### config.mk
export PLATFORM = sky130hd
export DESIGN_NAME = rom_stream_reader
export DESIGN_NICKNAME = d
export VERILOG_FILES = /design/src/rtl/audio_pkg.sv /design/src/rtl/stream_fifo.sv /design/src/rtl/rom_stream_reader.sv
export SDC_FILE = /design/constraint.sdc
export NUM_CORES = 1
export LEC_CHECK = 0
export CORE_ASPECT_RATIO = 1.5
export CORE_MARGIN = 1
export CORE_UTILIZATION = 45
export DETAILED_ROUTE_END_ITERATION = 6
export PLACE_DENSITY = 0.67
export SYNTH_ARGS = -nofsm -noshare
export SYNTH_HDL_FRONTEND = slang
export SYNTH_SLANG_ARGS = --single-unit
### constraint.sdc
create_clock -name clk -period 5.3 [get_ports clk]
set_input_delay 1.06 -clock clk [delete_from_list [all_inputs] [get_ports clk]]
set_output_delay 1.06 -clock clk [all_outputs]
set_load 0.01 [all_outputs]
### src/rtl/audio_pkg.sv
// rtl/audio_pkg.sv - shared types and constants for the audio-side ROM stream reader
package audio_pkg;

  typedef enum logic [1:0] {
    IDLE  = 2'd0,
    RUN   = 2'd1,
    DRAIN = 2'd2
  } rom_rd_state_t;

  localparam int ROM_WORD_BYTES = 4;
  localparam int ROM_RD_LATENCY = 1;

endpackage

### src/rtl/stream_fifo.sv
// rtl/stream_fifo.sv - synchronous stream FIFO with occupancy output and flush
module stream_fifo #(
  parameter int DEPTH = 4,
  parameter int WIDTH = 32
) (
  input  logic                     clk,
  input  logic                     reset,
  input  logic                     flush,
  input  logic [WIDTH-1:0]         s_tdata,
  input  logic                     s_tvalid,
  output logic [WIDTH-1:0]         m_tdata,
  output logic                     m_tvalid,
  input  logic                     m_tready,
  output logic [$clog2(DEPTH):0]   occupancy
);

  localparam int AW = $clog2(DEPTH);

  logic [WIDTH-1:0] mem [DEPTH];
  logic [AW-1:0]    rd_ptr;
  logic [AW-1:0]    wr_ptr;
  logic             push;
  logic             pop;

  // Writers gate on occupancy; a write into a full buffer is dropped.
  assign push     = s_tvalid && !flush && (occupancy != (AW+1)'(DEPTH));
  assign pop      = m_tvalid && m_tready && !flush;
  assign m_tvalid = (occupancy != '0);
  assign m_tdata  = m_tvalid ? mem[rd_ptr] : '0;

  always_ff @(posedge clk) begin
    if (push) mem[wr_ptr] <= s_tdata;
  end

  always_ff @(posedge clk) begin
    if (reset || flush) begin
      rd_ptr    <= '0;
      wr_ptr    <= '0;
      occupancy <= '0;
    end else begin
      if (push) wr_ptr <= wr_ptr + AW'(1);
      if (pop)  rd_ptr <= rd_ptr + AW'(1);
      occupancy <= occupancy + (AW+1)'(push) - (AW+1)'(pop);
    end
  end

endmodule

### src/rtl/rom_stream_reader.sv
// rtl/rom_stream_reader.sv - ROM port-b block reader feeding a valid/ready stream
// Optional loop playback is enabled by defining ROM_READER_WRAP_EN.
module rom_stream_reader
  import audio_pkg::*;
#(
  parameter int CNT_W      = 16,
  parameter int FIFO_DEPTH = 4
) (
  input  logic             clk,
  input  logic             reset,
  input  logic             start,
  input  logic [31:0]      base_addr,
  input  logic [CNT_W-1:0] word_count,
  input  logic             abort,
  output logic             busy,
  output logic             done,
  output logic             rom_en,
  output logic [31:0]      rom_addr,
  input  logic [31:0]      rom_rd,
  output logic             out_valid,
  input  logic             out_ready,
  output logic [31:0]      out_data,
  output logic             out_last
);

`ifdef ROM_READER_WRAP_EN
  localparam bit WRAP_EN = 1'b1;
`else
  localparam bit WRAP_EN = 1'b0;
`endif

  localparam int OCC_W = $clog2(FIFO_DEPTH) + 1;
  localparam int LAT   = ROM_RD_LATENCY;

  rom_rd_state_t    state;
  logic [CNT_W-1:0] count_r;
  logic [CNT_W-1:0] issued;
  logic [31:0]      nxt_addr;
  logic [31:0]      base_r;
  logic             en_last;
  logic [LAT-1:0]   pend_vld;
  logic [LAT-1:0]   pend_lst;
  logic [OCC_W-1:0] occ;
  logic [32:0]      fifo_out;
  logic             fifo_flush;

  logic             idle_start;
  logic [31:0]      base_aligned;
  logic [31:0]      issue_addr;
  logic [31:0]      issue_base;
  logic [CNT_W-1:0] issue_idx;
  logic [CNT_W-1:0] issue_cnt;
  logic             is_last;
  logic             room;
  logic             can_issue;

  // The first read goes out on the same edge that accepts start, so the
  // issue path muxes between the live inputs (IDLE) and the latched copies.
  always_comb begin
    base_aligned = base_addr & 32'hFFFF_FFFC;
    idle_start   = (state == IDLE) && start && !abort && (word_count != '0);
    issue_addr   = (state == IDLE) ? base_aligned : nxt_addr;
    issue_base   = (state == IDLE) ? base_aligned : base_r;
    issue_idx    = (state == IDLE) ? '0 : issued;
    issue_cnt    = (state == IDLE) ? word_count : count_r;
    is_last      = (issue_idx == issue_cnt - CNT_W'(1));
    room         = (int'(occ) + int'(rom_en) + $countones(pend_vld)) < FIFO_DEPTH;
    can_issue    = idle_start ||
                   ((state == RUN) && !abort && (issued < count_r) && room);
  end

  assign fifo_flush = abort && (state != IDLE);

  stream_fifo #(
    .DEPTH (FIFO_DEPTH),
    .WIDTH (33)
  ) u_fifo (
    .clk       (clk),
    .reset     (reset),
    .flush     (fifo_flush),
    .s_tdata   ({pend_lst[LAT-1], rom_rd}),
    .s_tvalid  (pend_vld[LAT-1]),
    .m_tdata   (fifo_out),
    .m_tvalid  (out_valid),
    .m_tready  (out_ready),
    .occupancy (occ)
  );

  assign out_data = fifo_out[31:0];
  assign out_last = fifo_out[32];

  always_ff @(posedge clk) begin
    if (reset) begin
      state    <= IDLE;
      busy     <= 1'b0;
      done     <= 1'b0;
      rom_en   <= 1'b0;
      rom_addr <= '0;
      en_last  <= 1'b0;
      pend_vld <= '0;
      pend_lst <= '0;
      count_r  <= '0;
      issued   <= '0;
      nxt_addr <= '0;
      base_r   <= '0;
    end else begin
      done     <= 1'b0;
      rom_en   <= 1'b0;
      pend_vld <= (pend_vld << 1) | LAT'(rom_en);
      pend_lst <= (pend_lst << 1) | LAT'(en_last);

      if (can_issue) begin
        rom_en   <= 1'b1;
        rom_addr <= issue_addr;
        en_last  <= is_last;
        if (is_last && WRAP_EN) begin
          nxt_addr <= issue_base;
          issued   <= '0;
        end else begin
          nxt_addr <= issue_addr + 32'(ROM_WORD_BYTES);
          issued   <= issue_idx + CNT_W'(1);
        end
      end

      case (state)
        IDLE: begin
          if (start && !abort) begin
            if (word_count == '0) begin
              done <= 1'b1;
            end else begin
              busy    <= 1'b1;
              count_r <= word_count;
              base_r  <= base_aligned;
              state   <= (is_last && !WRAP_EN) ? DRAIN : RUN;
            end
          end
        end
        RUN: begin
          if (abort) begin
            state    <= IDLE;
            busy     <= 1'b0;
            pend_vld <= '0;
          end else if (can_issue && is_last && !WRAP_EN) begin
            state <= DRAIN;
          end
        end
        DRAIN: begin
          if (abort) begin
            state    <= IDLE;
            busy     <= 1'b0;
            pend_vld <= '0;
          end else if (out_valid && out_ready && out_last) begin
            // Only the final word carries last, so nothing remains behind it.
            done  <= 1'b1;
            busy  <= 1'b0;
            state <= IDLE;
          end
        end
        default: state <= IDLE;
      endcase
    end
  end

endmodule
==> impl_metrics.csv <==
group,metric,value,unit
power_and_ir_drop,clkPwrFrac,31.2,%
global_route,antenna_found_initial,0,
sta,fin_worst_skew,15.1,ps
cells_and_area,drive_above_1_share,8.80,%
job,drv_cap,0,
synth,seq_area_frac_synth,51.5,%
power_and_ir_drop,switching_share,28.7,%
power_and_ir_drop,pwr-share-seq,41.0,%
die,initial_utilization,46.0,%
synth,synth_edf_count,132,
place,post-dp-hpwl,18900,um
synth,ys.warnings.count,0,
sta,setup_violations,0,
place,port_buffers,149,
route,drt_wl_total,27600,um
cts,cts_buffers,23,
cells_and_area,diodes,0,
critical_path,path_cells,"buf_4, mux4_2, and2_1, clkdlybuf4s50_1",
place,placed_area,0.0138,mm2
cells_and_area,nNetsFinal,1338,
cts,cts_tree,"yes",
global_route,grt_usage,20.4,%
critical_path,cp_slowest_cell,"dfxtp_2",
critical_path,path_max_fanout,19,
sta,maxSlewViolCount,0,
run_status,status,"completed",
sta,finalCritPeriodShare,73.6,%
sta,worst_pin_slew,1050,ps
sta,rsz0062_at_grt,"no",
sta,slew_headroom,30.1,%
cts,clk_pin_slew,60,ps
critical_path,max_stage_delay,780,ps
die,ios,154,
route,drc,0,
synth,synthFlopType,"edfxtp_1",
global_route,grt_overflow,0,
critical_path,arrival,2840,ps
cts,cts_buffer_depth,3,
route,drtIter0Drc,428,
hold_path,worst_hold_path_type,"flop to flop",
cts,clk_latency,520,ps
power_and_ir_drop,leakage,5.19,nW
synth,synth-seq-cells,241,
sta,hold_viol_final,0,
power_and_ir_drop,irDropWorstVdd,0.273,mV
route,wire_per_inst,17.6,um
synth,synthArstFlopShare,0,%
die,die_w,135,um
global_route,grt_max_degree,104,
power_and_ir_drop,intPower,3.76,mW
critical_path,path_class,"flop to output port",
cts,post_cts_buffers,0,
critical_path,crit_path_end_kind,"output port",
cts,cts_num_sinks,241,
synth,avgSynthCellArea,10.9,um2
die,core,0.0259,mm2
cts,clockRootBuffer,"clkbuf_16",
cts,cts_hold_buf,0,
global_route,grt_pass1_wl,44400,um
sta,max_freq,256,MHz
die,die_area,0.0272,mm2
sta,period_minus_slack,3900,ps
power_and_ir_drop,p_sw,1.52,mW
critical_path,crit_required,4240,ps
cells_and_area,stdcell_area,0.0145,mm2
synth,syn-cell-area,0.0119,mm2
route,ant_nets,0,
synth,synthDistinctLibCells,71,
power_and_ir_drop,power.density,363,mW/mm2
die,rows,72,
power_and_ir_drop,comb_power_share,27.8,%
cts,cts_resized,0,
place,globalplace.congestion,0.854,
sta,finalSetupTns,0,ps
cells_and_area,n_fill_cell,2236,
route,dr.pass1.iters,5,
cells_and_area,area_delta_synth_final,21.9,%
die,chipHeight,201,um
synth,synthCells,1095,
critical_path,setup.worst_path.start_class,"flop",
global_route,grt_pass1_vias,8892,
route,vias_per_cell,5.61,
route,vias,8813,
cts,h-tree-depth,1,
-- Yosys cell counts (all sizes together) (17+ instances only) --
cell type | count | share of area (%)
a211oi | 29 | 1.9
a21oi | 54 | 2.3
a31oi | 18 | 0.94
and2 | 42 | 2.2
and3 | 19 | 1.0
buf | 30 | 1.2
clkbuf | 37 | 1.2
dfxtp | 109 | 18
edfxtp | 132 | 33
ha | 30 | 3.1
inv | 35 | 1.1
mux2i | 50 | 4.2
mux4 | 33 | 6.2
nand2 | 70 | 2.2
nand3 | 21 | 0.92
nor2 | 114 | 3.6
nor3 | 30 | 1.4
o211ai | 26 | 1.6
o21ai | 51 | 2.1
xor2 | 17 | 1.2
-- path summary, 6_finish.rpt --
check | start | to | slack (ps) | cells past startpoint
worst max register to register | state[0]$_SDFFE_PP0P_ | state[1]$_SDFFE_PP0P_ | 1450 | 12
worst min-delay path | nxt_addr[17]$_SDFFE_PP0P_ | nxt_addr[17]$_SDFFE_PP0P_ | 450 | 2
worst min register to register | nxt_addr[17]$_SDFFE_PP0P_ | nxt_addr[17]$_SDFFE_PP0P_ | 450 | 2
worst max-delay path | flop | out_data[0] | 1400 | 4
-- per-stage QoR --
| stage | std cells | setup WS [ps] | hold WS (ps) | util, % | power [mW] |
|---|---|---|---|---|---|
| floorplan | 1096 | 1530 | 431 | - | 3.06 |
| finish | 1572 | 1400 | 451 | 56.1 | 5.27 |
| global route | 1572 | 1130 | 477 | 56.1 | 5.55 |
| global placement | 1530 | 1040 | 443 | 53.2 | 3.67 |
| detailed placement | 1530 | 1000 | 449 | 53.2 | 3.69 |
| CTS | 1572 | 1290 | 458 | 56.1 | 5.34 |
-- worst max-delay path: cells and delay by family, from the launching register on --
| kind | cells | cell delay (ps) |
|---|---|---|
| buf+inv | 2 | 810 |
| flops | 1 | 780 |
| mux | 1 | 540 |
| simple gates | 1 | 180 |
-- flip-flops by register name (all words and copies together), names as in the netlist, 2 cells and up, named ones only --
signal,cells
count_r,16
issued,16
nxt_addr,30
rom_addr,30
state,2
u_fifo.mem,132
u_fifo.occupancy,3
u_fifo.rd_ptr,2
u_fifo.wr_ptr,2
-- cells in the final DEF, fill, tap and decap left out, types with 12 or more instances in the layout --
cell,instances
o21ai_0,47
inv_1,35
mux4_2,33
mux2i_1,49
nor2_1,114
edfxtp_1,132
xnor2_1,15
ha_1,29
clkbuf_16,23
a21oi_1,54
clkdlybuf4s50_1,148
buf_4,16
and2_1,42
a211oi_1,28
nand2_1,70
nor3_1,29
dfxtp_1,108
and3_1,19
nor2b_1,12
xor2_1,17
nand3_1,20
o211ai_1,26
a31oi_1,18
-- kinds of logic after synthesis --
logic type      after synthesis  share of synthesized area [%]
fa+ha+maj                    31                           3.31
xor+xnor                     33                           2.55
other cells                   1                         0.0314
buf+inv                     102                           3.51
simple gates                379                           16.5
flops                       241                           51.5
compound gates              222                           11.9
mux                          86                           10.7
-- power by group through the flow --
stage,sequential (mW),clock [mW],combinational (mW)
floorplan,2.17,0,0.886
finish,2.16,1.65,1.46
global placement,2.21,0,1.47
global route,2.18,1.76,1.61
CTS,2.17,1.69,1.49
detailed placement,2.21,0,1.48
-- area by class of cell --
type | instances | area, um2 | share of cell area, %
Sequential cell | 241 | 6150 | 42.3
Multi-Input combinational cell | 753 | 5410 | 37.2
Timing Repair Buffer | 168 | 1680 | 11.6
Clock buffer | 29 | 618 | 4.25
Tap cell | 333 | 417 | 2.86
Clock inverter | 13 | 140 | 0.963
Inverter | 35 | 131 | 0.903
-- routing by layer --
metal	vias up	track usage [%]	routed length, um
met5	-	0	0
met4	0	7.38	799
met1	4226	22.4	10900
li1	4315	-	-
met2	219	38.6	14500
met3	53	3.12	1430
Note: power is estimated with default switching activity, not from simulation.
==> patch 1 (same flow settings) <==
Re-encode `rom_rd_state_t` (3 states) as one-hot, 3 bits wide.
--- a/src/rtl/audio_pkg.sv
+++ b/src/rtl/audio_pkg.sv
@@ -1,10 +1,10 @@
 // rtl/audio_pkg.sv - shared types and constants for the audio-side ROM stream reader
 package audio_pkg;
 
-  typedef enum logic [1:0] {
-    IDLE  = 2'd0,
-    RUN   = 2'd1,
-    DRAIN = 2'd2
+  typedef enum logic [2:0] {
+    IDLE  = 3'b001,
+    RUN   = 3'b010,
+    DRAIN = 3'b100
   } rom_rd_state_t;
 
   localparam int ROM_WORD_BYTES = 4;
Check against the original RTL: same outputs for any inputs over 4 cycles, from zero or initial values and one cycle with reset high; so few cycles prove little.
==> patch 1 against the original RTL <==
  * Total power grew 4.3%
  * Setup slack worse by 0.093 ns
  * Final area is 0.49% higher
  * Register-to-register slack improved by 0.43 ns
  * Area after synthesis rose by 0.92%
  * Critical endpoint is now out_data[26]
  * Worst hold slack worse by 0.0014 ns
  * Sequential cell count up 1
  * Non-clock buffer count shrank 2
  * Sequential share of layout area is 0.069 points lower
  * Cell count increased by 1.5%
  * Combinational power grew 9%
  * Highest routed layer unchanged
  * Die area grew 0.91%
  * Routed wire length up 6.3%
  * Count of clock-buffer cells in the layout fell by 3
==> patch 1: results (changes against the original RTL) <==
Area after detailed placement -> 13810 um2 (+0.17%)
Number of global-route vias before repair -> 9112 (+2.5%)
Transition time at the pin with the least slew margin -> 0.8292 ns (-0.2194 ns)
Number of antenna violations at the first check in global routing -> 1 (+1)
VDD IR max -> 234.2 uV (-14%)
Wire length of the first global-routing pass -> 46.78 mm (+5.3%)
Post-detailed-route wirelength per cell -> 18.39 um (+4.7%)
Violation count after the first detailed-route iteration -> 522 (+22%)
Worst clock skew on the final layout -> 0.01173 ns (-0.003338 ns)
Endpoint of the worst register-to-register path -> nxt_addr[22]
FF-to-FF setup slack -> 1.88 ns (+0.43 ns)
Ratio of cells with drive above 1 in the final layout -> 9.300% (+0.50 points)
Fillers -> 2274 (+1.7%)
Met3 Track Usage GR -> 2.909% (-0.21 points)
Clock network latency to the later pin of the worst-skew pair -> 0.54 ns (+0.02 ns)
Leakage -> 5.001 nW (-3.6%)
Per-instance average area after synthesis -> 10.74 um2 (-1.4%)
Hold Slack -> 0.4492 ns (-0.001448 ns)
GR Util All Layers -> 21.41% (+1.0 points)
Worst reg2reg path startpoint -> state[2]
Pre-CTS worst setup slack -> 1.198 ns (+0.1958 ns)
Result of the run -> completed
Dominant cells by area after synthesis -> sky130_fd_sc_hd__edfxtp_1, sky130_fd_sc_hd__dfxtp_1, sky130_fd_sc_hd__mux4_2
Worst Reg2Reg Path Length in Cells -> 10 (-2)
Final HPWL DP -> 19.33 mm (+2.0%)
Nets@finish -> 1352 (+1.0%)
Startpoint of the lowest-slack hold path -> nxt_addr[5]
# placed instances -> 1551 (+1.4%)
Library cells used by synthesis -> 82 (+15%)
[patch 1: changes by cell type after synthesis, sizes merged, moves of 14 or more]
cell   before  now
nand2      70  109
a21oi      54   71
nand3      21   44
nor2      114   86
mux2i      50   36
[patch 1: worst max path at each step]
stage,start,to,slack [ns],depth (start not counted)
global route,flip-flop,out_data[28],1.09,4
floorplan,state[0],state[1],1.48,16
global placement,abort,state[2],1.23,8
finish,flip-flop,out_data[26],1.31,4
detailed placement,abort,state[2],1.20,8
CTS,flip-flop,out_data[26],1.19,4
[patch 1: metal layers]
| metal | vias up | part of all wire, % |
|---|---|---|
| li1 | 4443 | - |
| met1 | 4487 | 40 |
| met2 | 276 | 52 |
| met3 | 58 | 5.0 |
| met4 | 0 | 3.1 |
| met5 | - | 0 |
[patch 1: final cells by class]
| type | instances | area, um2 | area share (%) |
|---|---|---|---|
| tap | 337 | 421.7 | 2.884 |
| clock buffer | 26 | 608.1 | 4.159 |
| sequential | 242 | 6167 | 42.18 |
| clock inverter | 18 | 195.2 | 1.335 |
| multi-input combinational | 780 | 5464 | 37.37 |
| inverter | 26 | 97.59 | 0.6675 |
| timing repair buffer | 166 | 1664 | 11.38 |
| antenna | 1 | 2.502 | 0.01712 |
[patch 1: where the power goes]
group	switching [mW]	leakage (nW)	internal, mW	total [mW]
Combinational	0.819	2.53	0.771	1.59
Sequential	0.104	2.08	2.07	2.17
Clock	0.752	0.387	0.990	1.74
[patch 1: cell families (layout without fill, tap and decap cells)]
family	count (synthesis)	in the layout	synth area share (%)
compound gates	245	245	13.17
fa+ha+maj	27	27	2.868
mux	74	74	9.631
other cells	1	3	0.03114
flops	242	242	51.20
buf+inv	100	236	3.501
simple gates	402	402	17.41
xor+xnor	30	30	2.182
==> patch 2 (config.mk and constraints unchanged) <==
Without the edit above. Set the package constant `ROM_RD_LATENCY` to 2 (it was 1).
--- a/src/rtl/audio_pkg.sv
+++ b/src/rtl/audio_pkg.sv
@@ -8,7 +8,7 @@
   } rom_rd_state_t;
 
   localparam int ROM_WORD_BYTES = 4;
-  localparam int ROM_RD_LATENCY = 1;
+  localparam int ROM_RD_LATENCY = 2;
 
 endpackage
 
Formal check against the unedited RTL: not equivalent (Yosys sat finds a counterexample within 4 cycles, from zero or initial values and one cycle with reset high).
==> patch 2 against the original RTL <==
  * Setup slack improved by 0.048 ns
  * Cell count rose by 1.9%
  * Synthesized cell count rose by 2.6%
  * Area after synthesis rose by 1.3%
  * Combinational power fell by 9%
  * Worst hold slack improved by 0.0018 ns
  * Routed wire length rose by 2.3%
  * Final area rose by 0.79%
  * Die area rose by 1.3%
  * Maximum frequency rose by 1.3%
  * Sequential cell count rose by 2
  * Total power fell by 1.2%
  * Non-clock buffer count fell by 3
  * Clock power rose by 5%
  * Largest cell class unchanged
==> patch 2: results (changes against the original RTL) <==
CTS H-tree lvls -> 1 (unchanged)
Slowest CP cell -> sky130_fd_sc_hd__mux4_2
Nets@finish -> 1363 (+1.9%)
Most instantiated cells after synthesis -> sky130_fd_sc_hd__edfxtp_1, sky130_fd_sc_hd__nor2_1, sky130_fd_sc_hd__dfxtp_1
Violation count after the first detailed-route iteration -> 404 (-5.6%)
Headroom to the max-slew limit -> 30.84% (+0.75 points)
Critical path peak fanout -> 24 (+5)
Number of global-route vias before repair -> 9123 (+2.6%)
VDD IR max -> 283.0 uV (+3.8%)
Clock buffer count from CTS -> 25 (+8.7%)
Largest net degree at the start of global routing -> 69 (-34%)
Mux share of post-synthesis cell area -> 9.337% (-1.4 points)
Count of flip-flops with a built-in enable after synthesis -> 132 (unchanged)
Ratio of cells with drive above 1 in the final layout -> 9.012% (+0.21 points)
Crit path largest cell delay -> 0.57 ns (-0.21 ns)
Fraction of the yosys area taken by sequential cells -> 51.17% (-0.33 points)
Final weighted congestion in routability-driven placement -> 0.8731 (+2.2%)
Relative contribution of the clock network to total power -> 33.3% (+2.1 points)
Wire length of the first global-routing pass -> 45.62 mm (+2.7%)
Fraction of power spent switching nets -> 27.88% (-0.87 points)
Worst clock skew on the final layout -> 0.01495 ns (-0.0001160 ns)
Share of the synthesized netlist area taken by xor and xnor gates -> 2.712% (+0.16 points)
Leakage -> 4.999 nW (-3.6%)
Drt total wl -> 28.26 mm (+2.3%)
Result of the run -> completed
Area share of fa/ha/maj cells after synthesis -> 3.333% (+0.020 points)
Crit path DAT -> 2.79 ns (-0.05 ns)
Clock network latency to the later pin of the worst-skew pair -> 0.52 ns (about the same)
Final HPWL DP -> 19.37 mm (+2.2%)
Synthesized-area fraction occupied by ao, oa, aoi and oai cells -> 13.48% (+1.6 points)
Library cells used by synthesis -> 77 (+8.5%)
FF-to-FF setup slack -> 1.66 ns (+0.21 ns)
GR Util All Layers -> 20.81% (+0.44 points)
Area after detailed placement -> 13870 um2 (+0.59%)
Combinational power -> 1.33 mW (-9%)
Average via count per standard cell -> 5.677 (+1.3%)
Fillers -> 2311 (+3.4%)
## patch 2: changes by cell type after synthesis, moves of 6 or more
cell,before,now
sky130_fd_sc_hd__mux2i_1,49,29
sky130_fd_sc_hd__buf_2,14,6
sky130_fd_sc_hd__xnor2_1,15,21
sky130_fd_sc_hd__clkbuf_1,37,52
sky130_fd_sc_hd__nand3_1,20,26
sky130_fd_sc_hd__and3b_1,6,0
sky130_fd_sc_hd__a21oi_1,54,75
sky130_fd_sc_hd__nor2_1,114,121
sky130_fd_sc_hd__and3_1,19,10
## patch 2: final timing paths
kind / from / depth (start not counted) / to
worst max-delay path: flip-flop / 4 / out_last
worst max register to register: state[0] / 10 / nxt_addr[28]
worst min-delay path: pend_lst[0] / 1 / pend_lst[1]
worst min register to register: pend_lst[0] / 1 / pend_lst[1]
## patch 2: final cells by class
| class | count | area share, % |
|---|---|---|
| flip-flops and latches | 243 | 42.20 |
| multi-input cells | 781 | 37.67 |
| repair buffers | 165 | 11.06 |
| clock buffers | 35 | 4.522 |
| well taps | 337 | 2.875 |
| clock inverters | 10 | 0.8788 |
| inverters | 31 | 0.7935 |
## patch 2: per-layer routing
metal  vias up  share of wire (%)  GRT usage (%)
li1       4419                  -              -
met1      4405                 41          23.88
met2       217                 51          38.16
met3        53                4.8          3.196
met4         0                3.5          7.865
met5         -                  0              0
## patch 2: per-stage QoR
step	std cells	hold WS (ns)	total power, mW	utilization (%)	setup WS, ns
global placement	1557	0.4204	3.519	52.37	1.162
finish	1602	0.4525	5.212	55.36	1.449
CTS	1602	0.4570	5.285	55.36	1.344
floorplan	1124	0.4138	2.980	-	1.438
detailed placement	1557	0.4393	3.538	52.37	1.106
global route	1602	0.4634	5.475	55.36	1.234
